==> src/rtl/la_cmd_rx.sv <==
// UART 8N1 receiver with SUMP short/long command assembly; execute/frame_err one cycle after the final stop-bit sample.
// No backpressure: strobes are fire-and-forget, and cmd holds the last completed command.
module la_cmd_rx #(
    parameter int CLK_FREQ       = 50000000,
    parameter int BAUD_BASE      = 115200,
    parameter int CMD_BYTES      = 5,
    parameter int TIMEOUT_FRAMES = 4
) (
    input  logic                   clock,
    input  logic                   reset_n,
    input  logic                   rx,
    input  logic [1:0]             speed,
    output logic [8*CMD_BYTES-1:0] cmd,
    output logic                   execute,
    output logic                   frame_err,
    output logic                   busy
);
    localparam int BASE_DIV = (CLK_FREQ + BAUD_BASE * 8) / (BAUD_BASE * 16);
    localparam int DIV_W    = $clog2(BASE_DIV * 6 + 1);
    localparam int TO_TICKS = TIMEOUT_FRAMES * 160;
    localparam int TO_W     = $clog2(TO_TICKS + 1);
    localparam int IDX_W    = 3;

    typedef enum logic [1:0] {S_IDLE, S_START, S_DATA, S_STOP} state_t;

    state_t                 state;
    logic                   rx_s1, rx_s2, rx_prev;
    logic [1:0]             warm;
    logic [1:0]             spd_q;
    logic [DIV_W-1:0]       div_cnt, div_val;
    logic                   tick;
    logic [3:0]             tick_cnt;
    logic [2:0]             bit_cnt;
    logic [7:0]             shift;
    logic [IDX_W-1:0]       idx;
    logic [8*CMD_BYTES-1:0] shadow, asm_nxt;
    logic [TO_W-1:0]        to_cnt;
    logic                   start_edge, stop_sample;

    always_comb begin
        case (spd_q)
            2'd0:    div_val = DIV_W'(BASE_DIV);
            2'd1:    div_val = DIV_W'(BASE_DIV * 2);
            2'd2:    div_val = DIV_W'(BASE_DIV * 3);
            default: div_val = DIV_W'(BASE_DIV * 6);
        endcase
    end

    assign tick        = (div_cnt == div_val - 1'b1);
    // rx_prev only goes high once rx_s2 holds a real line sample, so a line held low through reset is never a start
    assign start_edge  = (state == S_IDLE) && rx_prev && !rx_s2;
    assign stop_sample = (state == S_STOP) && tick && (tick_cnt == 4'd15);
    assign busy        = (state != S_IDLE) || (idx != '0);

    always_ff @(posedge clock or negedge reset_n) begin
        if (!reset_n) begin
            rx_s1    <= 1'b1;
            rx_s2    <= 1'b1;
            rx_prev  <= 1'b0;
            warm     <= 2'b00;
            state    <= S_IDLE;
            spd_q    <= 2'd0;
            div_cnt  <= '0;
            tick_cnt <= 4'd0;
            bit_cnt  <= 3'd0;
            shift    <= 8'd0;
        end else begin
            rx_s1   <= rx;
            rx_s2   <= rx_s1;
            warm    <= {warm[0], 1'b1};
            rx_prev <= warm[1] & rx_s2;

            if (start_edge || tick) div_cnt <= '0;
            else                    div_cnt <= div_cnt + 1'b1;

            case (state)
                S_IDLE: begin
                    if (start_edge) begin
                        state    <= S_START;
                        spd_q    <= speed;
                        tick_cnt <= 4'd0;
                    end
                end
                S_START: begin
                    if (tick) begin
                        if (tick_cnt == 4'd7) begin
                            tick_cnt <= 4'd0;
                            bit_cnt  <= 3'd0;
                            state    <= rx_s2 ? S_IDLE : S_DATA;
                        end else begin
                            tick_cnt <= tick_cnt + 4'd1;
                        end
                    end
                end
                S_DATA: begin
                    if (tick) begin
                        if (tick_cnt == 4'd15) begin
                            tick_cnt <= 4'd0;
                            shift    <= {rx_s2, shift[7:1]};
                            bit_cnt  <= bit_cnt + 3'd1;
                            if (bit_cnt == 3'd7) state <= S_STOP;
                        end else begin
                            tick_cnt <= tick_cnt + 4'd1;
                        end
                    end
                end
                default: begin
                    if (tick) begin
                        if (tick_cnt == 4'd15) begin
                            tick_cnt <= 4'd0;
                            state    <= S_IDLE;
                        end else begin
                            tick_cnt <= tick_cnt + 4'd1;
                        end
                    end
                end
            endcase
        end
    end

    always_comb begin
        asm_nxt = shadow;
        for (int k = 0; k < CMD_BYTES; k++) begin
            if (idx == IDX_W'(k)) asm_nxt[8*k +: 8] = shift;
        end
    end

    always_ff @(posedge clock or negedge reset_n) begin
        if (!reset_n) begin
            cmd       <= '0;
            execute   <= 1'b0;
            frame_err <= 1'b0;
            idx       <= '0;
            shadow    <= '0;
            to_cnt    <= '0;
        end else begin
            execute   <= 1'b0;
            frame_err <= 1'b0;

            if (stop_sample) begin
                if (!rx_s2) begin
                    frame_err <= 1'b1;
                    idx       <= '0;
                end else if (idx == '0 && !shift[7]) begin
                    cmd     <= {{(8*CMD_BYTES-8){1'b0}}, shift};
                    execute <= 1'b1;
                end else if (idx == IDX_W'(CMD_BYTES - 1)) begin
                    cmd     <= asm_nxt;
                    execute <= 1'b1;
                    idx     <= '0;
                end else begin
                    shadow <= asm_nxt;
                    idx    <= idx + 1'b1;
                end
            end

            // Inter-byte timeout counts idle ticks of the last frame's rate; a start edge pre-empts it
            if (state == S_IDLE && idx != '0 && !start_edge) begin
                if (tick) begin
                    if (to_cnt == TO_W'(TO_TICKS - 1)) begin
                        to_cnt <= '0;
                        idx    <= '0;
                    end else begin
                        to_cnt <= to_cnt + 1'b1;
                    end
                end
            end else begin
                to_cnt <= '0;
            end
        end
    end
endmodule
==> config.mk <==
export PLATFORM = sky130hd
export DESIGN_NAME = la_cmd_rx
export DESIGN_NICKNAME = d
export VERILOG_FILES = /design/src/rtl/la_cmd_rx.sv
export SDC_FILE = /design/constraint.sdc
export NUM_CORES = 1
export LEC_CHECK = 0
export BUFFER_PORTS_ARGS = -buffer_cell sky130_fd_sc_hd__buf_4
export CAP_MARGIN = 20
export CORE_MARGIN = 2
export CORE_UTILIZATION = 53
export CTS_CLUSTER_DIAMETER = 120
export DETAILED_ROUTE_END_ITERATION = 6
export GPL_TIMING_DRIVEN = 0
export PLACE_DENSITY = 0.78
export SETUP_SLACK_MARGIN = 0.5
export SKIP_CTS_REPAIR_TIMING = 1
export SYNTH_ARGS = -nofsm -noshare
export SYNTH_HDL_FRONTEND = slang
export SYNTH_SLANG_ARGS = --single-unit
==> constraint.sdc <==
create_clock -name clock -period 2.14 [get_ports clock]
set_input_delay 0.321 -clock clock [delete_from_list [all_inputs] [get_ports clock]]
set_output_delay 0.321 -clock clock [all_outputs]
set_load 0.05 [all_outputs]
==> impl_metrics.tcl <==
set metrics [dict create \
    ff2ff_setup_slack_ns -0.06 \
    synth_flop_cell "dfrtp_1" \
    dr.pass1.iters 6 \
    dieArea_um2 11300 \
    ff_latch_area_um2 2990 \
    gp_congestion 0.838 \
    seq_area_frac_synth 0.536 \
    path_cells "a2111oi_4 > o22a_2 > buf_6 > o221a_4 > nand3_4 > clkinv_4 > buf_8 > mux2_1" \
    ir_worst_vdd_mv 0.637 \
    rows 37 \
    pwr-share-comb 0.145 \
    synth_cell_type_count 65 \
    min_from "speed[1]" \
    grt_max_degree 70 \
    routed_wl_um 13900 \
    rsz0062_at_grt "yes" \
    dp_hpwl_um 8160 \
    grtUsageTotal 0.234 \
    wl_per_cell_um 19.1 \
    cp.required_ns 2.54 \
    period_minus_slack_ns 2.20 \
    power.share.sequential 0.386 \
    cp_max_fo 5 \
    yosysMostFrequentCell "dfrtp_1" \
    syn_area_um2 5560 \
    cts_num_sinks 119 \
    synth_edf_count 0 \
    htreeDepth 4 \
    ys_seq_elements 119 \
    r2r_end "cmd[17]$_DFFE_PN0P_" \
    fill_cells 663 \
    cts-root-buf "clkbuf_8" \
    io_pins 48 \
    finClkSkew_ns 0.00974 \
    synth_top_area_cell "dfrtp_1" \
    worstSetupEndpointType "flop" \
    worst_path_largest_cell_delay_ns 0.46 \
    cts_buffers 17 \
    drive_gt1_frac 0.402 \
    antenna_found_initial 0 \
    synth_area_per_cell_um2 11.6 \
    maxCapViolations 0 \
    min_to "spd_q[1]$_DFFE_PN0P_" \
    pwr_density_cell_nw_per_um2 884 \
    violations "setup timing" \
    vias 4286 \
    relSlewSlack 0.539 \
    ant_nets 0 \
    syn-num-nets 494 \
    tightest_slew_ns 0.684 \
    clockBufferDepth 2 \
    drtIter0Drc 376 \
    synthToLayoutAreaGrowth_pct 34.2 \
    cts_tree "yes" \
    synthTopCellsByCount "117 x dfrtp_1, 48 x nand2_1, 47 x mux2_2" \
    critPathLaunchType "flop" \
    power.switching_w 0.00176 \
    io_buffers 47 \
    path_class "reg2reg" \
    path_clk_slew_ns 0.06 \
    min_path_type "in2reg" \
    stdcell_area_um2 7470 \
    crit_buf_inv 3 \
    diodes 0 \
    multiInputGateArea_um2 2730 \
    stdcell_count 728 \
    rr_worst_depth 8 \
    r2r_start "div_cnt[2]$_DFF_PN0_" \
    p_int_w 0.00484 \
    die_x_um 106 \
    start_util 0.541 \
    fin_crit_sh 1.03 \
    core-area_um2 10300 \
    post-route-util 0.726 \
    synth_top_cell_area_share 0.526 \
    async_flop_share 1.00 \
    synthTopCellsByArea "dfrtp_1 53%, mux2_2 9.5%, nand2_1 3.2%" \
    final_nets 594 \
    crit_arrival_ns 2.60 \
    clock_latency_ns 0.52 \
    die_h_um 106 \
    switching_share 0.267 \
    hold_viol_final 0 \
    fmax_mhz 454 \
    grt_pass1_wl_um 20400 \
    grt_pass1_vias 4093 \
    synth_warnings 0 \
    drcViolationCount 0 \
    outcome "finished, violations left" \
    cp_top_family "compound AO/OA/AOI/OAI gates" \
    viasPerCell 5.89 \
    slew_viol_final 0 \
    place_area_um2 6290 \
    syn-instance-count 479 \
    p_leak_nw 3.41 \
    place_inst 663 \
    hold_depth 2 \
    gr-total-overflow 0 \
    clkPwrFrac 0.468 \
    setup_viol 28 \
    cp_slowest_cell "dfrtp_2" \
    setup_ws_ns -0.0619 \
    place_ws_ns -0.239 \
    report.power.total_w 0.00660 \
]
[sequential cells by signal, summed over array words and instances, names as in the netlist]
signal     count
warm           2
rx_prev        1
div_cnt        8
state          2
idx            3
frame_err      1
shift          8
shadow        32
cmd           40
to_cnt        10
tick_cnt       4
execute        1
rx_s1          1
bit_cnt        3
rx_s2          1
spd_q          2
[how the worst max path moves through the flow]
stage                                to  cells after the start                  from  slack, ns
floorplan           cmd[13]$_DFFE_PN0P_                      8  div_cnt[3]$_DFF_PN0_       0.05
global placement    cmd[18]$_DFFE_PN0P_                      8  div_cnt[3]$_DFF_PN0_      -0.17
detailed placement  cmd[14]$_DFFE_PN0P_                      8  div_cnt[3]$_DFF_PN0_      -0.24
CTS                 cmd[14]$_DFFE_PN0P_                      8  div_cnt[3]$_DFF_PN0_      -0.28
global route        cmd[14]$_DFFE_PN0P_                      8  div_cnt[2]$_DFF_PN0_      -0.15
finish              cmd[17]$_DFFE_PN0P_                      8  div_cnt[2]$_DFF_PN0_      -0.06
[power by group through the flow]
stage	combinational [W]	clock (W)	sequential (W)
2_1_floorplan	0.000583	0	0.00252
5_1_grt	0.00104	0.00321	0.00256
3_3_place_gp	0.000716	0	0.00256
6_report	0.000958	0.00309	0.00255
3_5_place_dp	0.000753	0	0.00256
4_1_cts	0.000760	0.00310	0.00253
[placed cells by master, fill, tap and decap left out, types with 8 or more instances in the layout]
cell type  count
a21oi_1       23
a22o_1        11
buf_4         70
buf_6          8
clkbuf_16     17
dfrtp_1      109
dfrtp_2        8
ha_1           8
mux2_2        34
mux2_4        19
mux2i_1       16
nand2_1       47
nand2b_1       9
nand3_1       16
nor2_1        18
o21ai_0        8
o21ai_1       14
o2bb2ai_1      8
[per-stage QoR]
stage | TNS, ns | hold WS [ns]
after floorplan | 0 | 0.0254
final | -0.946 | 0.0307
after detailed placement | -6.63 | 0.298
after global routing | -5.76 | 0.0229
after CTS | -8.17 | -0.250
after global placement | -3.63 | 0.335
[final cells by class]
class | count | share of cell area
Inverter | 10 | 0.00620
Sequential cell | 119 | 0.401
Timing Repair Buffer | 81 | 0.0957
Clock inverter | 13 | 0.0270
Buffer | 24 | 0.0235
Multi-Input combinational cell | 326 | 0.365
Tap cell | 136 | 0.0228
Clock buffer | 19 | 0.0592
[metal layers]
layer	track usage	wire (µm)
met5	0	0
met4	0.0835	355
met1	0.308	6040
met2	0.370	6930
met3	0.0693	600
[cells by family after synthesis]
group	synth area share
XOR/XNOR	0.0110
flip-flops	0.536
multiplexers	0.142
AO/OA/AOI/OAI	0.123
buffers and inverters	0.0286
AND/OR/NAND/NOR	0.137
adder cells (fa/ha/maj)	0.0225
other	0.000674
Power figures use the tool's default switching activity.
